### src/rtl/instr_fetch_unit.sv
// Fetch stage of the single-cycle MIPS core: PC register, word-addressed instruction
// memory with combinational read, next-PC selection, program load, halt and retire count.
module instr_fetch_unit #(
  parameter int          IMEM_DEPTH = 64,
  parameter logic [31:0] PC_RESET   = 32'h0000_0000
) (
  input  logic                          clk,
  input  logic                          rst,
  input  logic                          en,
  input  logic                          Branch,
  input  logic                          Zero,
  input  logic                          Jump,
  input  logic                          load_we,
  input  logic [$clog2(IMEM_DEPTH)-1:0] load_addr,
  input  logic [31:0]                   load_data,
  output logic [31:0]                   Instr,
  output logic [5:0]                    Opcode,
  output logic [5:0]                    Funct,
  output logic [31:0]                   PC,
  output logic [31:0]                   PCPlus4,
  output logic [31:0]                   retired_count,
  output logic                          halted
);

  localparam int          AW        = $clog2(IMEM_DEPTH);
  localparam logic [31:0] HALT_WORD = 32'hFC00_0000;
  localparam logic [31:0] PC_INIT   = {PC_RESET[31:2], 2'b00};

  logic [31:0] imem [IMEM_DEPTH];

  logic [31:0] pc_q, pc_d;
  logic [31:0] retired_q, retired_d;
  logic        halted_q, halted_d;

  logic [31:0] pc_plus4;
  logic [31:0] instr;
  logic [31:0] jump_target;
  logic [31:0] branch_target;
  logic        in_range;
  logic        advance;

  assign pc_plus4      = pc_q + 32'd4;
  // Fetches beyond the end of memory read as NOP rather than aliasing.
  assign in_range      = (pc_q[31:2] < 30'(IMEM_DEPTH));
  assign instr         = in_range ? imem[pc_q[AW+1:2]] : 32'h0000_0000;
  assign jump_target   = {pc_plus4[31:28], instr[25:0], 2'b00};
  assign branch_target = pc_plus4 + {{14{instr[15]}}, instr[15:0], 2'b00};
  assign advance       = en && !load_we && !halted_q;

  always_comb begin
    pc_d      = pc_q;
    retired_d = retired_q;
    halted_d  = halted_q;
    if (advance) begin
      if (instr == HALT_WORD) begin
        halted_d = 1'b1;
      end else begin
        if (Jump) begin
          pc_d = jump_target;
        end else if (Branch && Zero) begin
          pc_d = branch_target;
        end else begin
          pc_d = pc_plus4;
        end
        if (retired_q != 32'hFFFF_FFFF) begin
          retired_d = retired_q + 32'd1;
        end
      end
    end
  end

  always_ff @(posedge clk) begin
    if (rst) begin
      pc_q      <= PC_INIT;
      retired_q <= 32'd0;
      halted_q  <= 1'b0;
    end else begin
      pc_q      <= pc_d;
      retired_q <= retired_d;
      halted_q  <= halted_d;
    end
  end

  // Program contents survive reset so a reset mid-run reruns the same program.
  always_ff @(posedge clk) begin
    if (!rst && load_we) begin
      imem[load_addr] <= load_data;
    end
  end

  assign Instr         = instr;
  assign Opcode        = instr[31:26];
  assign Funct         = instr[5:0];
  assign PC            = pc_q;
  assign PCPlus4       = pc_plus4;
  assign retired_count = retired_q;
  assign halted        = halted_q;

endmodule

### config.mk
export PLATFORM = sky130hd
export DESIGN_NAME = instr_fetch_unit
export DESIGN_NICKNAME = d
export VERILOG_FILES = /design/src/rtl/instr_fetch_unit.sv
export SDC_FILE = /design/constraint.sdc
export NUM_CORES = 2
export LEC_CHECK = 0
export ABC_AREA = 1
export BUFFER_PORTS_ARGS = -buffer_cell sky130_fd_sc_hd__buf_2
export CAP_MARGIN = 20
export CORE_MARGIN = 3
export CORE_UTILIZATION = 55
export CTS_CLUSTER_DIAMETER = 150
export DETAILED_ROUTE_END_ITERATION = 7
export HOLD_SLACK_MARGIN = 0.06
export PLACE_DENSITY = 0.77
export SLEW_MARGIN = 0
export SYNTH_ARGS = -nofsm -noshare
export SYNTH_HDL_FRONTEND = slang
export SYNTH_SLANG_ARGS = --single-unit
### constraint.sdc
create_clock -name clk -period 6.65 [get_ports clk]
set_clock_uncertainty 0.2 [all_clocks]
set_input_delay 1.33 -clock clk [delete_from_list [all_inputs] [get_ports clk]]
set_output_delay 1.33 -clock clk [all_outputs]
set_load 0.05 [all_outputs]
==> reports/results.ini <==
[outcome]
outcome = complete, no violations

[route]
firstDrtPassIters = 8
via_count = 63100
drc = 0
drt-total-wl_um = 255000
routedWlPerCell_um = 25.3
drtIter0Drc = 9569
via_per_inst = 6.27
antenna_left = 0

[clock_network]
holdBufCountCts = 0
clock_sinks = 2117
insertion_delay_ns = 0.83
post_cts_resized = 0
clockBufferDepth = 3
cts.htree.levels = 4
clkTransAtPathRegs_ns = 0.06
post-cts-setup-buffer-count = 0
cts_tree = done
cts_root_buffer = clkbuf_16
numCtsBuffers = 202

[placement]
place_hpwl_um = 140000
io_buffers = 181
gp_congestion = 0.936
dp_worst_setup_slack_ns = 1.25

[floorplan]
die_x_um = 407
dieArea_um2 = 165000
rows = 146
core_area_um2 = 159000
die_h_um = 407
initial_core_util_pct = 55.5
ioPinCount = 186

[setup_path]
cpMostUsedCell = nand3_1
crit_type = reg2out
cp_max_fo = 61
cp_slowest_cell = dfxtp_4
cp.required_ns = 5.12
crit_path_max_incr_delay_ns = 0.84
crit_path_cell_trace = inv_8, buf_12, buf_4, buf_4, nand3_1, nand3_1, nand3_1, nand2_1, nand2_1, nand3_1, a21oi_1, buf_2
critPathLaunchType = register
worst_ep_arrival_time_ns = 4.62
end_kind = primary output

[timing]
hold_viol = 0
fin_setup_tns_ns = 0
hold-worst-slack_ns = 0.280
setup_viol = 0
tightest_slew_ns = 1.20
setup_slack_ns = 0.499
rsz0062_at_grt = false
clock.fmax_mhz = 163
drv_slew = 0
slew_headroom_pct = 20.1
post-route-period-util_pct = 92.5
period_minus_slack_ns = 6.15

[global_route]
antenna_found_initial = 11
grt.overflow.total = 0
grt_pass1_vias = 60200
grt_use_total_pct = 30.3
grt_pass1_wl_um = 375000
grt_max_degree = 240

[synth]
yosys_most_used_dff = edfxtp_1
synth-warning-count = 0
synth.cell_area_um2 = 88300
yosysMostFrequentCell = nand2_1
yosys-top-cells-count = nand2_1 (2350), nand3_1 (2050), edfxtp_1 (2048)
synth_top_area_cell = edfxtp_1
yosysUniqueCellTypes = 42
seq_area_frac_synth_pct = 71.2
synth_area_leaders = edfxtp_1 (70%), nand3_1 (12%), nand2_1 (10%), buf_2 (1.6%), dfxtp_1 (1.6%)
avgSynthCellArea_um2 = 11.4
async_flop_share_pct = 0
synth_edf_count = 2048
synth_top_area_share_pct = 69.7
ys_ff_latch = 2117
synthesis.instances = 7738

[final_layout]
syn2layout_area_growth_pct = 11.4
nets = 7910
drive_gt1_share_pct = 9.36

[worst_hold_path]
min_path_type = reg2reg
min-delay-start = halted

[pwr]
p_per_area_nw_per_um2 = 285
p_leak_nw = 35.1
ir_drop_v = 0.000263

[job]
maxCapViolCount = 0

## layer usage
layer	track usage [%]	vias to the layer above	wire (um)
met2	46.3	4502	116000
met1	40.6	30100	92100
met4	15.4	4	13700
met3	7.48	852	32700
met5	0.208	-	63
li1	-	27600	-
## final timing paths
check	endpoint	cells after the start	slack (ns)
setup / recovery	Opcode[4]	12	0.50
hold / removal	halted	2	0.28
setup reg to reg	PC[25]	24	0.89
hold reg to reg	halted	2	0.28
## registers in the layout, indices dropped and copies added (netlist names), named ones only
signal and flops:
PC 30, halted 1, imem 2048, retired_count 32
## critical path: cells and delay by family (launching register included)
family                 cells  cell delay (ns)
buffers and inverters      5             1.52
flip-flops                 1             0.84
AND/OR/NAND/NOR            6             0.66
AO/OA/AOI/OAI              1             0.61
## final cells by class
| cell class | instances | area [um2] |
|---|---|---|
| clock inverter | 112 | 888 |
| timing repair buffer | 391 | 3130 |
| antenna | 9 | 22.5 |
| multi-input combinational | 4990 | 23000 |
| sequential | 2117 | 62900 |
| fill | 11800 | 60600 |
| clock buffer | 249 | 5280 |
| inverter | 131 | 529 |
| tap | 2072 | 2590 |
## cells by family after synthesis
family | count (synthesis) | synth area share [%]
and+or+nand+nor | 4697 | 23.2
DFF | 2117 | 71.2
xor gates and xnor gates | 62 | 0.615
buffers and inverters | 634 | 3.26
AOI/OAI and AO/OA | 195 | 1.20
adders and majority gates | 32 | 0.462
other | 1 | 0.00425
## metrics by stage
stage / power, mW / instance area (um2) / cells / util [%]
2_1_floorplan: 16.4 / 88300 / 7741 / -
3_3_place_gp: 17.2 / 91600 / 9678 / 57.7
3_5_place_dp: 17.3 / 91700 / 9679 / 57.7
4_1_cts: 28.0 / 97800 / 10000 / 61.6
5_1_grt: 28.7 / 98300 / 10100 / 61.9
6_report: 28.0 / 98300 / 10100 / 61.9
## placed cells by master, fill, tap and decap left out, types with 4 or more instances in the layout
cell / netlist / final
inv_16: 0 / 4
xor2_1: 53 / 53
or2_2: 10 / 10
nor4_2: 0 / 8
nor4_1: 22 / 14
nor2_1: 174 / 117
clkinvlp_4: 0 / 6
buf_16: 0 / 4
edfxtp_1: 2048 / 2048
buf_4: 27 / 161
nor3_1: 33 / 33
inv_6: 0 / 8
a21oi_1: 117 / 117
conb_1: 1 / 4
clkbuf_1: 123 / 44
nand3_1: 2050 / 2050
nand2_1: 2350 / 2350
clkbuf_16: 0 / 204
o21bai_1: 4 / 4
diode_2: 0 / 9
bufinv_16: 0 / 9
clkinv_2: 0 / 28
ha_1: 31 / 31
o211ai_1: 8 / 8
clkinv_1: 1 / 54
o21ai_0: 47 / 47
dfxtp_1: 69 / 63
buf_2: 286 / 181
dfxtp_4: 0 / 5
xnor2_1: 9 / 9
nor2_4: 2 / 59
inv_1: 126 / 124
buf_12: 0 / 45
nand4_1: 53 / 53
a21o_1: 4 / 4
## power by group
part,switching (mW),internal [mW]
Clock,4.91,5.99
Combinational,1.79,0.574
Sequential,0.0601,14.7
Power figures use the tool's default switching activity.
